## config.mk

```make
export PLATFORM = sky130hd
export DESIGN_NAME = alu_nibble_sequencer_flat
export DESIGN_NICKNAME = d
export VERILOG_FILES = /design/src/rtl/alu_nibble_if.sv /design/src/rtl/alu_nibble_sequencer.sv /design/src/flat_wrapper.sv
export SDC_FILE = /design/constraint.sdc
export NUM_CORES = 1
export LEC_CHECK = 0
export BUFFER_PORTS_ARGS = -buffer_cell sky130_fd_sc_hd__buf_2
export CAP_MARGIN = 25
export CELL_PAD_IN_SITES_DETAIL_PLACEMENT = 1
export CELL_PAD_IN_SITES_GLOBAL_PLACEMENT = 2
export CORE_UTILIZATION = 35
export CTS_CLUSTER_DIAMETER = 30
export DETAILED_ROUTE_END_ITERATION = 6
export PLACE_DENSITY_LB_ADDON = 0.1
export SLEW_MARGIN = 20
export SYNTH_ARGS = -nofsm -noshare
export SYNTH_HDL_FRONTEND = slang
export SYNTH_SLANG_ARGS = --single-unit
```

## constraint.sdc

```tcl
create_clock -name clk -period 3.75 [get_ports clk]
set_clock_uncertainty 0.2 [all_clocks]
set_input_delay 0.1875 -clock clk [delete_from_list [all_inputs] [get_ports clk]]
set_output_delay 0.1875 -clock clk [all_outputs]
set_load 0.01 [all_outputs]
```

## src/rtl/alu_nibble_if.sv

```systemverilog
// Command, adder-slice and result signals of the nibble-serial ALU sequencer.
// master = command source / result consumer / adder owner, slave = sequencer.
interface alu_nibble_if #(
  parameter int NIB = 4
);
  localparam int W = 4 * NIB;

  logic         in_valid;
  logic         in_ready;
  logic [W-1:0] in_a;
  logic [W-1:0] in_b;
  logic [1:0]   in_op;

  logic [3:0]   add_a;
  logic [3:0]   add_b;
  logic         add_cin;
  logic [3:0]   add_s;
  logic         add_cout;

  logic         out_valid;
  logic         out_ready;
  logic [W-1:0] out_res;
  logic         out_carry;
  logic         out_zero;
  logic         out_ovf;
  logic         busy;

  modport master (
    output in_valid, in_a, in_b, in_op, out_ready, add_s, add_cout,
    input  in_ready, add_a, add_b, add_cin, out_valid, out_res,
           out_carry, out_zero, out_ovf, busy
  );

  modport slave (
    input  in_valid, in_a, in_b, in_op, out_ready, add_s, add_cout,
    output in_ready, add_a, add_b, add_cin, out_valid, out_res,
           out_carry, out_zero, out_ovf, busy
  );
endinterface

```

## src/rtl/alu_nibble_sequencer.sv

```systemverilog
// 16-bit (4*NIB) add/sub/inc/dec built by time-sharing one external 4-bit
// adder slice, one nibble per cycle LSB first, carry chained in a register.
module alu_nibble_sequencer #(
  parameter int NIB = 4
) (
  input logic        clk,
  input logic        rst_n,
  alu_nibble_if.slave bus
);
  localparam int W  = 4 * NIB;
  localparam int KW = (NIB > 1) ? $clog2(NIB) : 1;

  typedef enum logic [1:0] {IDLE, RUN, DONE} state_t;

  // Operands as latched at acceptance; B is already in its effective form.
  typedef struct packed {
    logic [W-1:0] a;
    logic [W-1:0] be;
  } opnd_t;

  state_t        state_q, state_d;
  opnd_t         opnd_q;
  logic [W-1:0]  res_q;
  logic          carry_q;
  logic [KW-1:0] k_q;

  logic [W-1:0]  be_in;
  logic          c0_in;
  logic          accept;
  logic          last;
  logic          done;

  assign accept = bus.in_valid && (state_q == IDLE);
  assign last   = (k_q == KW'(NIB - 1));
  assign done   = (state_q == DONE);

  // Opcode decode: SUB/INC fold the +1 into the initial carry.
  always_comb begin
    be_in = bus.in_b;
    c0_in = 1'b0;
    case (bus.in_op)
      2'b00: begin be_in = bus.in_b;  c0_in = 1'b0; end
      2'b01: begin be_in = ~bus.in_b; c0_in = 1'b1; end
      2'b10: begin be_in = '0;        c0_in = 1'b1; end
      default: begin be_in = '1;      c0_in = 1'b0; end
    endcase
  end

  // State register.
  always_ff @(posedge clk or negedge rst_n) begin
    if (!rst_n) state_q <= IDLE;
    else        state_q <= state_d;
  end

  // Next state and handshake/adder outputs; adder inputs are zero outside RUN.
  always_comb begin
    state_d       = state_q;
    bus.in_ready  = 1'b0;
    bus.out_valid = 1'b0;
    bus.add_a     = '0;
    bus.add_b     = '0;
    bus.add_cin   = 1'b0;
    case (state_q)
      IDLE: begin
        bus.in_ready = 1'b1;
        if (bus.in_valid) state_d = RUN;
      end
      RUN: begin
        bus.add_a   = opnd_q.a[4*int'(k_q) +: 4];
        bus.add_b   = opnd_q.be[4*int'(k_q) +: 4];
        bus.add_cin = carry_q;
        if (last) state_d = DONE;
      end
      DONE: begin
        bus.out_valid = 1'b1;
        if (bus.out_ready) state_d = IDLE;
      end
      default: state_d = IDLE;
    endcase
  end

  // Datapath: latch operands on accept, then fold one adder nibble per cycle.
  always_ff @(posedge clk or negedge rst_n) begin
    if (!rst_n) begin
      opnd_q  <= '0;
      res_q   <= '0;
      carry_q <= 1'b0;
      k_q     <= '0;
    end else if (accept) begin
      opnd_q.a  <= bus.in_a;
      opnd_q.be <= be_in;
      carry_q   <= c0_in;
      res_q     <= '0;
      k_q       <= '0;
    end else if (state_q == RUN) begin
      res_q[4*int'(k_q) +: 4] <= bus.add_s;
      carry_q                 <= bus.add_cout;
      k_q                     <= last ? '0 : k_q + KW'(1);
    end
  end

  // Flags only assert while a result is presented, so reset/idle read as zero.
  assign bus.out_res   = res_q;
  assign bus.out_carry = done && carry_q;
  assign bus.out_zero  = done && (res_q == '0);
  assign bus.out_ovf   = done && (opnd_q.a[W-1] == opnd_q.be[W-1])
                              && (res_q[W-1] != opnd_q.a[W-1]);
  assign bus.busy      = (state_q != IDLE);

endmodule

```

## src/flat_wrapper.sv

```systemverilog
// flat-port wrapper written by rule: the top's interface ports become plain ports
module alu_nibble_sequencer_flat 
#(
  parameter int NIB = 4
)
  (clk, rst_n, bus_in_valid, bus_in_a, bus_in_b, bus_in_op, bus_out_ready, bus_add_s, bus_add_cout, bus_in_ready, bus_add_a, bus_add_b, bus_add_cin, bus_out_valid, bus_out_res, bus_out_carry, bus_out_zero, bus_out_ovf, bus_busy);
  alu_nibble_if #(.NIB(NIB)) bus_i ();
  input logic clk;
  input logic rst_n;
  input wire logic [$bits(bus_i.in_valid)-1:0] bus_in_valid;
  input wire logic [$bits(bus_i.in_a)-1:0] bus_in_a;
  input wire logic [$bits(bus_i.in_b)-1:0] bus_in_b;
  input wire logic [$bits(bus_i.in_op)-1:0] bus_in_op;
  input wire logic [$bits(bus_i.out_ready)-1:0] bus_out_ready;
  input wire logic [$bits(bus_i.add_s)-1:0] bus_add_s;
  input wire logic [$bits(bus_i.add_cout)-1:0] bus_add_cout;
  output wire logic [$bits(bus_i.in_ready)-1:0] bus_in_ready;
  output wire logic [$bits(bus_i.add_a)-1:0] bus_add_a;
  output wire logic [$bits(bus_i.add_b)-1:0] bus_add_b;
  output wire logic [$bits(bus_i.add_cin)-1:0] bus_add_cin;
  output wire logic [$bits(bus_i.out_valid)-1:0] bus_out_valid;
  output wire logic [$bits(bus_i.out_res)-1:0] bus_out_res;
  output wire logic [$bits(bus_i.out_carry)-1:0] bus_out_carry;
  output wire logic [$bits(bus_i.out_zero)-1:0] bus_out_zero;
  output wire logic [$bits(bus_i.out_ovf)-1:0] bus_out_ovf;
  output wire logic [$bits(bus_i.busy)-1:0] bus_busy;
  assign bus_i.in_valid = bus_in_valid;
  assign bus_i.in_a = bus_in_a;
  assign bus_i.in_b = bus_in_b;
  assign bus_i.in_op = bus_in_op;
  assign bus_i.out_ready = bus_out_ready;
  assign bus_i.add_s = bus_add_s;
  assign bus_i.add_cout = bus_add_cout;
  assign bus_in_ready = bus_i.in_ready;
  assign bus_add_a = bus_i.add_a;
  assign bus_add_b = bus_i.add_b;
  assign bus_add_cin = bus_i.add_cin;
  assign bus_out_valid = bus_i.out_valid;
  assign bus_out_res = bus_i.out_res;
  assign bus_out_carry = bus_i.out_carry;
  assign bus_out_zero = bus_i.out_zero;
  assign bus_out_ovf = bus_i.out_ovf;
  assign bus_busy = bus_i.busy;
  alu_nibble_sequencer #(.NIB(NIB)) u_core (.clk(clk), .rst_n(rst_n), .bus(bus_i));
endmodule
```

* Word level (Yosys, flattened, before mapping)
Index checks and enable logic that the tools add are counted.
** Operators by class
- Shift operators :: 4
- Equal/unequal tests :: 10
- Mux-type cells :: 19
- Reduce and logical (&&, ||, !) cells :: 12
- $add $sub $neg :: 2
- Bitwise gates (word level) :: 1
** Operators by type and width (count)
- $pmux 16 s3 :: 1
- $neg 4->33 :: 1
- $shift 4x33->16 const A :: 1
- $shiftx 4x33->16 :: 1
- $mux 16 :: 2
- $shiftx 16x5->4 :: 2
- $bwmux 16 :: 1
- $logic_not 16->1 :: 1
- $not 16->16 :: 1
- $mux 2 :: 6
- $mux 4 :: 2
- $eq 2x2->1 const B :: 3
- $mux 1 :: 6
- $pmux 2 s3 :: 1
- $logic_and 1x1->1 :: 5
- $eq 2x1->1 const B :: 2
- $logic_not 2->1 :: 2
- $ne 2x2->1 const B :: 2
- $reduce_bool 2->1 :: 2
- $reduce_and 3->1 :: 1
- $add 2x1->2 const B :: 1
- $ne 2x1->1 const B :: 1
- $reduce_or 2->1 :: 1
- $eq 1x1->1 :: 1
- $ne 1x1->1 :: 1
** Word-level totals
- Logic and storage cells :: 54
- Bits of input ports :: 43
- Output and inout port bits :: 31
- Register bits :: 53

* Longest topological paths before layout
- Word-level depth :: 5
- Depth in mapped cells :: 6
- Depth with buffers taken out :: 5

* Least setup slack after synthesis
Ideal clock, no wire load.
- Kind :: reg2reg
- From :: register u_core.k_q[1]
- To :: register u_core.res_q[10], in the netlist u_core.bus.out_res[10]
- Required time :: 3.482 ns
- Arrival :: 1.870 ns
- Slack :: 1.612 ns
- Period minus slack after synthesis :: 2.138 ns
- Stages on the path, launching flop included :: 7
- Buffers on the path :: 1
- Path through :: dfrtp_1 clkbuf_1 inv_1 ha_1 inv_1 nor4b_1 a22o_1
** Between the ends
- Longest elaborated chain between the ends :: 5
- Elaborated cells between the ends (all ways) :: 6
** Ends and longest elaborated chain
- start: declaration :: RTL line alu_nibble_sequencer.sv:25 : logic [KW-1:0] k_q;
- start signal: assignment :: RTL line alu_nibble_sequencer.sv:98 : k_q <= last ? '0 : k_q + KW'(1);
- $neg 4->33 * :: RTL line alu_nibble_sequencer.sv:96 : res_q[4*int'(k_q) +: 4] <= bus.add_s;
- $shiftx 4x33->16 / $shift 4x33->16 (equally long branches) :: RTL line alu_nibble_sequencer.sv:96
- $bwmux 16 * :: RTL line alu_nibble_sequencer.sv:96
- $mux 16 * :: RTL line alu_nibble_sequencer.sv:95 : end else if (state_q == RUN) begin
- $mux 16 * :: RTL line alu_nibble_sequencer.sv:89 : end else if (accept) begin
- end signal: indexed assignment :: RTL line alu_nibble_sequencer.sv:96
- end: declaration :: RTL line alu_nibble_sequencer.sv:23 : logic [W-1:0] res_q;
Every way passes the cells marked *; elsewhere a longest branch is shown, timed or not. The select of a mux whose other input is x is not followed.
A chain may end at the register's enable or synchronous reset.

* Worst setup path after layout
Ends and elaborated chain as after synthesis.

==> results_dict.tcl <==
set metrics [dict create \
    post_drt_via_cell_ratio 4.99 \
    max-slew-margin-rel 0.379 \
    detailedRoute.firstPassIterationCount 5 \
    grt_first_pass_wirelength_um 12900 \
    clk_transition_reported_paths_ns 0.09 \
    synth_unique_cells 35 \
    min_period_over_period 0.659 \
    cts-root-buf "clkbuf_8" \
    grt_util_all_layers 0.198 \
    worst-setup-path-type "reg2reg" \
    path_depth 5 \
    switching_part_of_the_total_power 0.398 \
    async_reset_ff_frac 1.00 \
    drive_gt1_frac 0.273 \
    outcome "complete, no violations" \
    antenna_found_initial 0 \
    hpwl_um 5280 \
    hold_viol_final 0 \
    dieWidth_um 91.3 \
    design.die.area_um2 8340 \
    required_arrival_time_at_the_worst_endpoint_ns 3.79 \
    relative_contribution_of_combinational_cells_to_total_power 0.481 \
    setup_violations 0 \
    cap_violations 0 \
    ys_ff_latch 53 \
    area_growth_syn_to_layout_pct 32.7 \
    finalWeightedCongestion 0.698 \
    insertion_delay_ns 0.30 \
    cts_sinks 53 \
    tritoncts "yes" \
    num-nets-final 429 \
    final_antenna_net_count 0 \
    worst_hold_slack_ns 0.0241 \
    slew_violations 0 \
    cts_buffers 5 \
    kind_of_capture_point_of_the_worst_setup_path "flip-flop" \
    critical_path.top_delay_family "flip-flops" \
    cp-start-kind "flip-flop" \
    ir_worst_vdd_mv 0.252 \
    die_height_um 91.3 \
    fin_setup_tns_ns 0 \
    power_spent_charging_and_discharging_nets_mw 1.02 \
    timing.reg2reg.setup_slack_ns 1.28 \
    post-route-min-period_ns 2.47 \
    rows 32 \
    critPathMaxFanout 13 \
    h_tree_level_count 2 \
    diodes 0 \
    crit_path_cell_trace "inv_1 -> ha_1 -> inv_1 -> nor4b_1 -> a22o_1" \
    route.final.wire_length_um 7710 \
    first_global_vias 2485 \
    crit_buf_inv 2 \
    grt_start_max_net_pins 34 \
    unrepaired_setup_endpoints_after_global_routing "no" \
    max_stage_delay_ns 0.71 \
    io_pins 74 \
    synth.yosys.warnings 0 \
    worst-r2r-cell-count 5 \
    post_cts_buffers 0 \
    worst_path_cell_with_the_longest_stage_delay "dfrtp_1" \
    worstPathArrival_ns 2.51 \
    start_util 0.361 \
    max_slew.worst_pin.slew_ns 0.929 \
    gr-total-overflow 0 \
    reg_power_frac 0.391 \
    p_total_mw 2.56 \
    synthFlopType "dfrtp_1" \
    drcViolationCount 0 \
    number_of_synthesized_flops_with_an_enable_pin 0 \
    num_vias 2390 \
    clock_power_share 0.128 \
    worst_path_most_repeated_cell "inv_1" \
    crit_path_start "u_core.k_q[1]" \
    cts-root-to-sink-buffers 2 \
    final-instance-count-excl-fill 479 \
    route.detailed.wl_per_inst_um 16.1 \
    port_buffers 73 \
    power_leakage_nw 1.78 \
    timing.fmax_mhz 405 \
    core_area_um2 7730 \
    synth_fp_nets 323 \
    worst_r2r_endpoint "u_core.bus.out_res[10]" \
    powerDensity_nw_per_um2 691 \
    cp-endpoint "u_core.bus.out_res[10]" \
    synth-seq-area-share 0.475 \
    drt_iter0_drc 70 \
    hold_class "in2reg" \
    reg_to_reg_startpoint "u_core.k_q[1]" \
    postSynthAreaPerCell_um2 10.3 \
    post_synth_inst_count 271 \
    syn_std_cell_area_um2 2790 \
    cell_internal_pwr_mw 1.54 \
    placedCellCount 436 \
]
[timing repair]
action / 4_1_cts / 5_1_grt
endpoints found under the hold margin: 75 / 0
hold buffers: 36 / 0
setup endpoints to repair: 0 / 0
gates resized for setup: 0 / 0
[worst min path at each step]
| stage | start | cells past startpoint | to |
|---|---|---|---|
| floorplan | rst_n | 0 | u_core.bus.out_res[0] |
| global placement | rst_n | 1 | u_core.opnd_q[5] |
| detailed placement | rst_n | 1 | u_core.opnd_q[1] |
| CTS | bus_in_b[15] | 3 | u_core.opnd_q[15] |
| global route | bus_in_b[2] | 3 | u_core.opnd_q[2] |
| finish | bus_in_b[2] | 3 | u_core.opnd_q[2] |
[synthesized netlist by cell type, types with 2 or more instances]
library cell | instances | area, um2
nor2b_1 | 17 | 106
mux4_2 | 8 | 180
nor3_1 | 2 | 10.0
buf_2 | 5 | 25.0
a22o_1 | 12 | 105
nand2b_1 | 2 | 12.5
nand2_1 | 54 | 203
and2_1 | 10 | 62.6
a2111oi_2 | 8 | 120
a32o_1 | 4 | 40.0
a2111oi_0 | 7 | 61.3
inv_1 | 7 | 26.3
nand3b_1 | 2 | 15.0
nor4_1 | 3 | 18.8
a21o_1 | 3 | 22.5
nand3_1 | 4 | 20.0
nor2_1 | 36 | 135
buf_6 | 2 | 22.5
o21ai_0 | 3 | 15.0
ha_1 | 9 | 113
dfrtp_1 | 53 | 1330
clkbuf_1 | 7 | 26.3
[metrics by stage]
step / utilization / area (um2) / worst slack, ns
floorplan: - / 2790 / 1.61
global placement: 0.420 / 3240 / 1.39
detailed placement: 0.422 / 3260 / 1.27
CTS: 0.480 / 3710 / 1.25
global route: 0.480 / 3710 / 1.04
finish: 0.480 / 3710 / 1.28
[power by group through the flow]
stage	registers, mW	clock network, mW	logic [mW]
after floorplan	0.957	0	0.859
after global placement	1.00	0	1.19
after detailed placement	1.02	0	1.22
after CTS	1.01	0.340	1.25
after global routing	1.04	0.364	1.37
final	1.00	0.329	1.23
[cell families (layout without fill, tap and decap cells)]
group / count (synthesis) / after routing / share of synthesized area
AO/OA/AOI/OAI: 41 / 41 / 0.147
adder cells (fa/ha/maj): 9 / 9 / 0.0403
buffers and inverters: 22 / 128 / 0.0372
flip-flops: 53 / 53 / 0.475
multiplexers: 8 / 8 / 0.0645
AND/OR/NAND/NOR: 138 / 138 / 0.236
[registers in the layout (all words and copies together) (netlist names)]
register / count
u_core.state_q: 2
u_core.carry_q: 1
u_core.opnd_q: 32
u_core.k_q: 2
u_core.bus.out_res: 16
[layout make-up]
| cell class | count | area (um2) |
|---|---|---|
| Timing Repair Buffer | 114 | 771 |
| Multi-Input combinational cell | 196 | 1370 |
| Clock buffer | 7 | 86.3 |
| Fill cell | 887 | 4020 |
| Sequential cell | 53 | 1330 |
| Inverter | 7 | 26.3 |
| Tap cell | 102 | 128 |
[layer usage]
metal | track usage | part of all wire | vias to the layer above
li1 | - | - | 1154
met1 | 0.272 | 0.47 | 1169
met2 | 0.330 | 0.49 | 60
met3 | 0.0335 | 0.036 | 7
met4 | 0.0357 | 0.0074 | 0
met5 | 0 | 0 | -
[cell usage in the layout (no fill, tap or decap), drive strengths merged, types with 9 or more instances in the layout]
cell         Yosys  layout
nand2           54      54
dlygate4sd3      0      36
and2            10      10
a22o            12      12
nor2b           17      17
buf              8      78
a2111oi         16      16
nor2            36      36
ha               9       9
dfrtp           53      53
[worst reg2reg max path, stage by stage, from the launching register on]
cell	delay (ns)
dfrtp_1	0.71
inv_1	0.17
ha_1	0.33
inv_1	0.09
nor4b_1	0.68
a22o_1	0.23
(Power assumes the default switching activity.)
